--- src/rtl/multicycle_controller_pkg.sv ---
// rtl/multicycle_controller_pkg.sv - shared states, opcodes, ALU codes for the multicycle controller
package multicycle_controller_pkg;

    typedef enum logic [3:0] {
        S_FETCH    = 4'd0,
        S_DECODE   = 4'd1,
        S_MEMADR   = 4'd2,
        S_MEMRD    = 4'd3,
        S_MEMWB    = 4'd4,
        S_MEMWR    = 4'd5,
        S_EXECUTE  = 4'd6,
        S_ALUWB    = 4'd7,
        S_BRANCH   = 4'd8,
        S_ADDIEXEC = 4'd9,
        S_ADDIWB   = 4'd10,
        S_JUMP     = 4'd11
    } state_t;

    localparam logic [5:0] OP_RTYPE = 6'b000000;
    localparam logic [5:0] OP_LW    = 6'b100011;
    localparam logic [5:0] OP_SW    = 6'b101011;
    localparam logic [5:0] OP_BEQ   = 6'b000100;
    localparam logic [5:0] OP_ADDI  = 6'b001000;
    localparam logic [5:0] OP_J     = 6'b000010;

    localparam logic [1:0] ALUOP_ADD   = 2'b00;
    localparam logic [1:0] ALUOP_SUB   = 2'b01;
    localparam logic [1:0] ALUOP_FUNCT = 2'b10;
    localparam logic [1:0] ALUOP_RSVD  = 2'b11;

    localparam logic [5:0] FUNCT_ADD = 6'b100000;
    localparam logic [5:0] FUNCT_SUB = 6'b100010;
    localparam logic [5:0] FUNCT_AND = 6'b100100;
    localparam logic [5:0] FUNCT_OR  = 6'b100101;
    localparam logic [5:0] FUNCT_SLT = 6'b101010;

    localparam logic [2:0] ALU_AND = 3'b000;
    localparam logic [2:0] ALU_OR  = 3'b001;
    localparam logic [2:0] ALU_ADD = 3'b010;
    localparam logic [2:0] ALU_SUB = 3'b110;
    localparam logic [2:0] ALU_SLT = 3'b111;

endpackage

--- src/rtl/multicycle_controller_aludec.sv ---
// rtl/multicycle_controller_aludec.sv - combinational ALU operation decoder
module aludec
    import multicycle_controller_pkg::*;
(
    input  logic [1:0] aluop,
    input  logic [5:0] funct,
    output logic [2:0] alucontrol
);

    // Unknown R-type functs fall back to add so the write-back still happens harmlessly
    always_comb begin
        alucontrol = ALU_ADD;
        case (aluop)
            ALUOP_SUB: alucontrol = ALU_SUB;
            ALUOP_FUNCT: begin
                case (funct)
                    FUNCT_ADD: alucontrol = ALU_ADD;
                    FUNCT_SUB: alucontrol = ALU_SUB;
                    FUNCT_AND: alucontrol = ALU_AND;
                    FUNCT_OR:  alucontrol = ALU_OR;
                    FUNCT_SLT: alucontrol = ALU_SLT;
                    default:   alucontrol = ALU_ADD;
                endcase
            end
            default: alucontrol = ALU_ADD;
        endcase
    end

endmodule

--- src/rtl/multicycle_controller.sv ---
// rtl/multicycle_controller.sv - Moore FSM sequencing the multicycle datapath
module multicycle_controller
    import multicycle_controller_pkg::*;
(
    input  logic       clk,
    input  logic       reset,
    input  logic [5:0] op,
    input  logic [5:0] funct,
    input  logic       zero,
    output logic       pcen,
    output logic       memwrite,
    output logic       irwrite,
    output logic       regwrite,
    output logic       iord,
    output logic       memtoreg,
    output logic       regdst,
    output logic       alusrca,
    output logic [1:0] alusrcb,
    output logic [1:0] pcsrc,
    output logic [2:0] alucontrol,
    output logic       instr_done
);

    state_t     state;
    state_t     next_state;
    logic       pcwrite;
    logic       branch;
    logic [1:0] aluop;

    always_ff @(posedge clk or negedge reset) begin
        if (!reset) begin
            state <= S_FETCH;
        end else begin
            state <= next_state;
        end
    end

    always_comb begin
        next_state = S_FETCH;
        pcwrite    = 1'b0;
        branch     = 1'b0;
        aluop      = ALUOP_ADD;
        memwrite   = 1'b0;
        irwrite    = 1'b0;
        regwrite   = 1'b0;
        iord       = 1'b0;
        memtoreg   = 1'b0;
        regdst     = 1'b0;
        alusrca    = 1'b0;
        alusrcb    = 2'b00;
        pcsrc      = 2'b00;
        instr_done = 1'b0;
        case (state)
            S_FETCH: begin
                irwrite    = 1'b1;
                pcwrite    = 1'b1;
                alusrcb    = 2'b01;
                next_state = S_DECODE;
            end
            S_DECODE: begin
                alusrcb = 2'b11;
                case (op)
                    OP_LW, OP_SW: next_state = S_MEMADR;
                    OP_RTYPE:     next_state = S_EXECUTE;
                    OP_BEQ:       next_state = S_BRANCH;
                    OP_ADDI:      next_state = S_ADDIEXEC;
                    OP_J:         next_state = S_JUMP;
                    default: begin
                        next_state = S_FETCH;
                        instr_done = 1'b1;
                    end
                endcase
            end
            S_MEMADR: begin
                alusrca    = 1'b1;
                alusrcb    = 2'b10;
                next_state = (op == OP_SW) ? S_MEMWR : S_MEMRD;
            end
            S_MEMRD: begin
                iord       = 1'b1;
                next_state = S_MEMWB;
            end
            S_MEMWB: begin
                memtoreg   = 1'b1;
                regwrite   = 1'b1;
                instr_done = 1'b1;
            end
            S_MEMWR: begin
                iord       = 1'b1;
                memwrite   = 1'b1;
                instr_done = 1'b1;
            end
            S_EXECUTE: begin
                alusrca    = 1'b1;
                aluop      = ALUOP_FUNCT;
                next_state = S_ALUWB;
            end
            S_ALUWB: begin
                regdst     = 1'b1;
                regwrite   = 1'b1;
                instr_done = 1'b1;
            end
            S_BRANCH: begin
                alusrca    = 1'b1;
                aluop      = ALUOP_SUB;
                pcsrc      = 2'b01;
                branch     = 1'b1;
                instr_done = 1'b1;
            end
            S_ADDIEXEC: begin
                alusrca    = 1'b1;
                alusrcb    = 2'b10;
                next_state = S_ADDIWB;
            end
            S_ADDIWB: begin
                regwrite   = 1'b1;
                instr_done = 1'b1;
            end
            S_JUMP: begin
                pcsrc      = 2'b10;
                pcwrite    = 1'b1;
                instr_done = 1'b1;
            end
            default: next_state = S_FETCH;
        endcase
    end

    assign pcen = pcwrite | (branch & zero);

    aludec u_aludec (
        .aluop      (aluop),
        .funct      (funct),
        .alucontrol (alucontrol)
    );

endmodule
--- config.mk ---
export PLATFORM = sky130hd
export DESIGN_NAME = multicycle_controller
export DESIGN_NICKNAME = d
export VERILOG_FILES = /design/src/rtl/multicycle_controller_pkg.sv /design/src/rtl/multicycle_controller_aludec.sv /design/src/rtl/multicycle_controller.sv
export SDC_FILE = /design/constraint.sdc
export NUM_CORES = 1
export LEC_CHECK = 0
export BUFFER_PORTS_ARGS = -buffer_cell sky130_fd_sc_hd__clkbuf_2
export CAP_MARGIN = 10
export CORE_MARGIN = 1
export CORE_UTILIZATION = 39
export DETAILED_ROUTE_END_ITERATION = 16
export PLACE_DENSITY = 0.74
export SYNTH_ARGS = -nofsm -noshare
export SYNTH_HDL_FRONTEND = slang
export SYNTH_SLANG_ARGS = --single-unit
--- constraint.sdc ---
create_clock -name clk -period 2 [get_ports clk]
set_clock_uncertainty 0.15 [all_clocks]
set_input_delay 0.2 -clock clk [delete_from_list [all_inputs] [get_ports clk]]
set_output_delay 0.2 -clock clk [all_outputs]
set_load 0.02 [all_outputs]
==> flow_summary.toml, run 1 <==
[worst_setup_path]
kind_of_launch_point_of_the_worst_setup_path = "register"
timing.critical_path.to_type = "primary output"
timing.critical_path.cells = "nand2b_4, or3_4, inv_2, ha_4, inv_2, nor4_4, a32o_2, buf_8"
worst_path_largest_cell_delay_ns = 0.38
crit_top_cell = "inv_2"
worst-endpoint-arrival_ns = 1.94
worstPathMaxFanout = 2
path_class = "register to primary output"
crit_buf_inv = 3
critical-path-top-delay-family = "simple AND/OR/NAND/NOR gates"
required_ns = 1.65
crit_slowest_cell = "dfrtp_1"

[routing]
routed_length_on_met2_um = 936
drt_drc_violations_left = 0
first_pass_iters = 4
maxUsedRoutingLayer = "met3"
met3_wirelength_um = 101
drt_iter0_drc = 18
detailroute.via_count = 725
met1Wirelength_um = 673
antenna_violating_nets_post_route = 0
routed_wire_length_per_instance_um = 13.4
routed_via_density = 5.66
routed_wirelength_um = 1710

[worst_hold_path]
timing.hold.worst.class = "input port to async pin"

[timing]
tightestPinTransition_ns = 0.390
fmax_mhz = 437
number_of_setup_violations_in_the_final_report = 4
max-slew-margin-rel = 0.736
unrepaired_setup_endpoints_after_global_routing = "yes"
timing.final.crit_period_ns = 2.29
worst_setup_margin_ns = -0.290
final-hold-violation-count = 0
fin_tns_setup_ns = -0.847
timing.final.max_slew_violations = 0
timing.final.crit_share = 1.15

[synth]
post_synth_inst_count = 77
ys.warnings.count = 0
synth.largest_area_cell = "dfrtp_1"
yosys.cell_count.top_type = "nor2_1"
post_synth_instance_area_um2 = 591
async_reset_ff_frac = 1.00
edff_count_synth = 0
synth-seq-area-share = 0.169
synth_top_cells_by_area = "dfrtp_1 (17%), clkbuf_8 (7.0%), ha_1 (6.4%)"
netlist.area_leader.share = 0.169
synth.net_count = 95
post_synth_num_cell_types = 34
synth_ff_type = "dfrtp_1"
synthTopCellsByCount = "nor2_1 (8), inv_1 (6), o21ai_0 (6), nand2b_1 (5)"
syn_avg_cell_area_um2 = 7.67
synth-seq-cells = 4

[cts]
clkTransAtPathRegs_ns = 0.04
post-cts-setup-buffers = 0
clock_tree_from_tritoncts = "yes"
cts_htree_levels = 1
numCtsBuffers = 3
cts_num_sinks = 4
ctsLongestPathBuffers = 2
clock_insertion_delay_worst_skew_ns = 0.23
cts-root-buf = "clkbuf_4"

[die]
core_area_um2 = 1350
floorplan.io_pins = 31
initial_core_util = 0.437
die-height_um = 40.9
std_cell_rows = 13
die-width_um = 40.9
design.die.area_um2 = 1670

[power_and_ir_drop]
vdd_ir_drop_max_uv = 490
power-per-cell-area_nw_per_um2 = 1010
power.share.clock = 0.107
part_of_the_power_in_registers = 0.137
power.switching_fraction = 0.520
power.static_leakage_nw = 0.436
logic_pwr_share = 0.756
p_int_w = 0.000430
p_sw_w = 0.000467

[outcome]
outcome = "finished with violations"
failed_checks = "setup timing"

[place]
place_area_um2 = 766
place_congestion = 0.796
dpl.cell_count = 124
portbufs = 30
preCtsSetupSlack_ns = -0.140
place_hpwl_um = 1260

[cells_and_area]
drive_gt1_frac = 0.496
design.final.nets = 133
fin_area_um2 = 886
utilization = 0.656
area_growth_syn_to_layout_pct = 50.0
instances_no_fill = 128
max_ffs_per_register = 4
largestRegisters = "state (4)"
largest_register = "state"
antenna-diode-count = 0

[global_routing]
global_route_usage_sum = 0.223
grt_remaining_overflow = 0
antenna_found_initial = 0
global_route_wire_length_before_repair_um = 2460
grt_start_max_net_pins = 14
grt_pass1_vias = 577

[job]
timing.max_cap.violations = 0
[timing repair]
action / CTS / global route
endpoints found under the setup margin: 4 / 7
gates resized for setup: 15 / 6
hold endpoints to repair: 4 / 0
gates cloned: 0 / 0
hold buffers: 1 / 0
pin swaps: 3 / 3
[power by group through the flow]
stage | registers [W] | logic (W) | clock network [W]
2_1_floorplan | 0.000129 | 0.000452 | 0
3_3_place_gp | 0.000117 | 0.000608 | 0
3_5_place_dp | 0.000118 | 0.000624 | 0
4_1_cts | 0.000122 | 0.000660 | 0.0000980
5_1_grt | 0.000126 | 0.000740 | 0.000102
6_report | 0.000123 | 0.000678 | 0.0000956
[layout by cell type, fill, tap and decap left out, drive strengths merged]
cell / instances
a21o: 1
a211oi: 2
dfrtp: 4
inv: 6
xor2: 3
o21bai: 1
a2111oi: 1
nor4: 3
a31oi: 2
a21oi: 2
nor3: 4
a32o: 1
nor4b: 1
o21ai: 6
ha: 3
nand2b: 5
nor2b: 1
a221oi: 1
o211a: 1
a21bo: 1
o211ai: 1
dlygate4sd3: 1
clkbuf: 30
and3: 2
nand2: 4
o21a: 1
nand3: 4
nor2: 8
nand4: 1
nor3b: 1
buf: 9
mux2i: 1
or3: 1
[cells by family (layout without fill, tap and decap cells)]
kind of cell    count (synthesis)  after routing  share of synthesized area
simple gates                   35             35                      0.322
compound gates                 21             21                      0.256
buf+inv                        10             46                      0.127
flops                           4              4                      0.169
fa+ha+maj                       3              3                     0.0636
xor+xnor                        3              3                     0.0445
mux                             1              1                     0.0169
[metrics by stage]
step / hold WS, ns / total power (W)
floorplan: -0.246 / 0.000580
global placement: -0.143 / 0.000725
detailed placement: -0.143 / 0.000742
CTS: 0.158 / 0.000880
global route: 0.173 / 0.000968
finish: 0.174 / 0.000897
[final cells by class]
type,count,area [um^2]
repair buffers,37,236
fillers,127,464
well taps,15,18.8
flip-flops and latches,4,100
clock buffers,3,22.5
multi-input cells,63,485
inverters,6,22.5
[final timing paths]
check | end | depth (start not counted) | slack [ns] | startpoint
max | alucontrol[0] | 8 | -0.29 | state[0]
min | state[0] | 2 | 0.17 | reset
max reg2reg | state[1] | 4 | 0.51 | state[1]
min reg2reg | state[3] | 2 | 0.49 | state[2]
max in group asynchronous | state[2] | 2 | 1.40 | reset
min in group clk | state[0] | 4 | 0.19 | op[4]
[routing by layer]
metal,vias up,global-route usage
met2,39,0.391
met4,0,0.0750
met5,-,0
li1,357,-
met3,0,0.0163
met1,329,0.284
Note: power is estimated with default switching activity, not from simulation.
==> inputs of run 2 (changes only) <==
Settings changed: BUFFER_PORTS_ARGS -buffer_cell sky130_fd_sc_hd__clkbuf_2 to -buffer_cell sky130_fd_sc_hd__buf_2, GPL_ROUTABILITY_DRIVEN set to 0.
==> flow_summary.toml, run 2 (synthesis gave the netlist of run 1 again) <==
[timing]
max-slew-margin-rel = 0.754
final-hold-violation-count = 0
worst_setup_margin_ns = -0.252
timing.final.crit_period_ns = 2.25
tightestPinTransition_ns = 0.363
timing.final.crit_share = 1.13
timing.final.max_slew_violations = 0
fmax_mhz = 444
unrepaired_setup_endpoints_after_global_routing = "yes"
number_of_setup_violations_in_the_final_report = 4
finalHoldWorstSlack_ns = 0.147

[cells_and_area]
final_cell_mix = "buf_2 (27), nor2_1 (7), o21ai_0 (6), buf_4 (6)"
max_ffs_per_register = 4
drive_gt1_frac = 0.487
largest_register = "state"
instances_no_fill = 128
area_growth_syn_to_layout_pct = 47.9
antenna-diode-count = 0
design.final.nets = 133
largestRegisters = "state (4)"
filler_cell_count_in_the_final_layout = 116
layout_commonest_cell = "buf_2"

[die]
initial_core_util = 0.437
die-height_um = 40.9
std_cell_rows = 13
floorplan.io_pins = 31
design.die.area_um2 = 1670
core_area_um2 = 1350
die-width_um = 40.9

[power_and_ir_drop]
power.switching_fraction = 0.520
p_sw_w = 0.000464
power-per-cell-area_nw_per_um2 = 1020
p_int_w = 0.000428
logic_pwr_share = 0.753
power.share.clock = 0.111
power.static_leakage_nw = 0.431
vdd_ir_drop_max_uv = 541
part_of_the_power_in_registers = 0.137

[outcome]
failed_checks = "setup timing"
outcome = "finished with violations"

[cts]
cts-root-buf = "clkbuf_4"
clkTransAtPathRegs_ns = 0.04
numCtsBuffers = 3
ctsLongestPathBuffers = 2
clock_insertion_delay_worst_skew_ns = 0.23
post-cts-setup-buffers = 0
cts_num_sinks = 4
clock_tree_from_tritoncts = "yes"
cts_htree_levels = 1

[worst_setup_path]
r2r.worst_path.cells = 4
critical_register_to_register_path_endpoint = "state[1]"
worst-endpoint-arrival_ns = 1.90
kind_of_launch_point_of_the_worst_setup_path = "register"
rrSetupSlack_ns = 0.54
timing.critical_path.to_type = "primary output"
reg2reg_from = "state[1]"
worstPathMaxFanout = 2
path_class = "register to primary output"
required_ns = 1.65

[routing]
drt_drc_violations_left = 0
routed_via_density = 5.47
detailroute.via_count = 700
drt_iter0_drc = 16
antenna_violating_nets_post_route = 0
first_pass_iters = 4
routed_wirelength_um = 1630
routed_wire_length_per_instance_um = 12.8

[global_routing]
grt_pass1_vias = 536
grt_start_max_net_pins = 14
grt_remaining_overflow = 0
antenna_found_initial = 0
global_route_usage_sum = 0.209
global_route_wire_length_before_repair_um = 2280

[place]
place_hpwl_um = 1170
dpl.cell_count = 124
preCtsSetupSlack_ns = -0.0974
portbufs = 30

[worst_hold_path]
timing.hold.worst.class = "input port to async pin"

[job]
timing.max_cap.violations = 0
==> run 2: through the flow <==
step / power [W] / instance area, um^2 / utilization / setup TNS [ns]
6_report: 0.000891 / 873 / 0.647 / -0.750
5_1_grt: 0.000956 / 873 / 0.647 / -0.956
4_1_cts: 0.000872 / 851 / 0.630 / -0.767
3_5_place_dp: 0.000735 / 766 / 0.567 / -0.180
3_3_place_gp: 0.000724 / 766 / 0.567 / -0.0491
2_1_floorplan: 0.000580 / 604 / - / 0
==> run 2: repair_timing <==
item	4_1_cts	5_1_grt
setup endpoints to repair	4	5
endpoints found under the hold margin	4	0
resized for setup	13	3
pin swaps	3	3
gates cloned	0	0
hold buffers	1	0
==> run 2: how the worst max path moves through the flow <==
stage	startpoint	slack, ns	end	cells past startpoint
finish	state[0]	-0.25	alucontrol[0]	8
global route	state[0]	-0.29	alucontrol[0]	8
CTS	state[0]	-0.25	alucontrol[0]	8
detailed placement	state[0]	-0.1	alucontrol[0]	8
global placement	state[0]	-0.03	alucontrol[0]	8
floorplan	state[2]	0.003	alucontrol[0]	7
==> run 2: area by class of cell <==
type	instances	area, um^2	share of cell area
Clock buffer	3	22.5	0.0258
Sequential cell	4	100	0.115
Tap cell	15	18.8	0.0215
Inverter	6	22.5	0.0258
Timing Repair Buffer	37	224	0.256
Multi-Input combinational cell	63	485	0.556
==> run 2: power by group through the flow <==
stage,clock network [W],registers (W),logic [W]
floorplan,0,0.000129,0.000452
global placement,0,0.000117,0.000606
detailed placement,0,0.000118,0.000617
CTS,0.0000991,0.000122,0.000652
global route,0.0000984,0.000123,0.000734
finish,0.0000987,0.000122,0.000671
==> run 2: routing by layer <==
layer  global-route usage  vias to the layer above  part of all wire
li1                     -                      356                 -
met1                0.270                      312              0.42
met2                0.336                       32              0.53
met3               0.0326                        0             0.054
met4                0.100                        0                 0
met5                    0                        -                 0
==> run 2: worst max-delay path: stages (launching register included) <==
cell and delay (ns):
dfrtp_1 0.37, nand2b_4 0.14, or3_4 0.34, inv_2 0.08, ha_4 0.13, inv_2 0.05, nor4_4 0.26, a32o_2 0.17
buf_6 0.12
==> inputs of run 3 (changes only) <==
Settings changed: SETUP_SLACK_MARGIN set to 0.2.
==> flow_summary.toml, run 3 (synthesis gave the netlist of run 1 again) <==
[outcome]
outcome = "finished with violations"
failed_checks = "setup timing"

[cells_and_area]
drive_gt1_frac = 0.558
instances_no_fill = 135
largest_register = "state"
max_ffs_per_register = 4
area_growth_syn_to_layout_pct = 69.3
design.final.nets = 140
utilization = 0.741
final_cell_mix = "buf_2 (23), buf_4 (12), nor2_1 (7), buf_6 (7), o21ai_0 (4)"
filler_cell_count_in_the_final_layout = 108
antenna-diode-count = 0
layout_commonest_cell = "buf_2"
largestRegisters = "state (4)"
fin_area_um2 = 1000

[power_and_ir_drop]
p_sw_w = 0.000515
power.switching_fraction = 0.482
logic_pwr_share = 0.782
vdd_ir_drop_max_uv = 603
p_int_w = 0.000554
power-per-cell-area_nw_per_um2 = 1070
part_of_the_power_in_registers = 0.125
power.static_leakage_nw = 0.485
finalPower_w = 0.00107
power.share.clock = 0.093

[worst_setup_path]
worst-endpoint-arrival_ns = 1.94
worst_path_largest_cell_delay_ns = 0.38
worstPathMaxFanout = 2
required_ns = 1.65
crit_slowest_cell = "dfrtp_1"
worst_setup_path_startpoint = "state[0]"
timing.critical_path.cells = "nand2b_4, or3_4, inv_2, ha_4, inv_2, nor4_4, a32o_2, buf_6"
kind_of_launch_point_of_the_worst_setup_path = "register"
crit_top_cell = "inv_2"
timing.critical_path.to_type = "primary output"
crit_buf_inv = 3
path_class = "register to primary output"
critical-path-top-delay-family = "simple AND/OR/NAND/NOR gates"
reg2reg_from = "state[3]"

[routing]
routed_wire_length_per_instance_um = 13.8
drt_drc_violations_left = 0
drt_iter0_drc = 11
routed_wirelength_um = 1860
detailroute.via_count = 738
routed_via_density = 5.47
first_pass_iters = 4
antenna_violating_nets_post_route = 0

[place]
dpl.cell_count = 125
place_hpwl_um = 1240
portbufs = 30
place_area_um2 = 786

[global_routing]
grt_pass1_vias = 619
antenna_found_initial = 0
use_met1 = 0.270
grtUsageMet2 = 0.414
global_route_wire_length_before_repair_um = 2500
grtUsageMet3 = 0.0163
grt_start_max_net_pins = 14
grt_remaining_overflow = 0
global_route_usage_sum = 0.229
grt-busiest-layer = "met2"

[timing]
timing.final.crit_share = 1.14
number_of_setup_violations_in_the_final_report = 4
worst_setup_margin_ns = -0.285
timing.final.max_slew_violations = 0
timing.final.crit_period_ns = 2.29
final-hold-violation-count = 0
finalHoldWorstSlack_ns = 0.143
max-slew-margin-rel = 0.716
fmax_mhz = 438
tightestPinTransition_ns = 0.420
unrepaired_setup_endpoints_after_global_routing = "yes"

[job]
timing.max_cap.violations = 0

[cts]
cts_num_sinks = 4
cts-root-buf = "clkbuf_4"
numCtsBuffers = 3
clkTransAtPathRegs_ns = 0.04
cts_htree_levels = 1
clock_tree_from_tritoncts = "yes"
ctsLongestPathBuffers = 2
clock_insertion_delay_worst_skew_ns = 0.24

[die]
floorplan.io_pins = 31
initial_core_util = 0.437
core_area_um2 = 1350
die-width_um = 40.9
design.die.area_um2 = 1670
die-height_um = 40.9
std_cell_rows = 13

[worst_hold_path]
timing.hold.worst.class = "input port to async pin"
[run 3: changes by cell type in the layout (fill, tap and decap cells not counted), sizes merged]
cell	change
buf	+7
inv	-1
clkinvlp	+1
[run 3: worst paths after layout]
path	endpoint	slack, ns	cells past startpoint
max	alucontrol[0]	-0.29	8
min	state[0]	0.14	2
max reg2reg	state[1]	0.49	6
min reg2reg	state[3]	0.54	2
max in group asynchronous	state[1]	1.43	2
min in group clk	state[0]	0.18	4
[run 3: power groups by stage]
stage	clock [W]	combinational, W	sequential, W
2_1_floorplan	0	0.000453	0.000129
3_3_place_gp	0	0.000613	0.000121
3_5_place_dp	0	0.000618	0.000122
4_1_cts	0.000102	0.000682	0.000126
5_1_grt	0.000108	0.000907	0.000135
6_report	0.0000992	0.000837	0.000134
[run 3: timing repair]
action                     4_1_cts  5_1_grt
hold buffers                     1        0
pin swaps                        3        6
resized for setup               16       18
gates cloned                     0        0
hold endpoints to repair         4        0
buffers inserted                 2        4
setup endpoints to repair        6        8
[run 3: final cells by class]
type                       instances  area (um^2)  share of cell area
tap                               15         18.8              0.0188
timing repair buffer              44          314               0.314
multi-input combinational         63          517               0.517
clock buffer                       3         22.5              0.0225
sequential                         4          101               0.101
inverter                           6         26.3              0.0263
[run 3: metrics by stage]
| stage | worst slack [ns] | TNS [ns] |
|---|---|---|
| floorplan | 0.0456 | 0 |
| global placement | 0.0157 | 0 |
| detailed placement | -0.0771 | -0.147 |
| CTS | -0.264 | -0.742 |
| global route | -0.350 | -0.943 |
| finish | -0.285 | -0.756 |
[run 3: per-layer routing]
| metal | wire (um) | vias up |
|---|---|---|
| li1 | - | 373 |
| met1 | 828 | 334 |
| met2 | 957 | 31 |
| met3 | 72 | 0 |
| met4 | 0 | 0 |
| met5 | 0 | - |
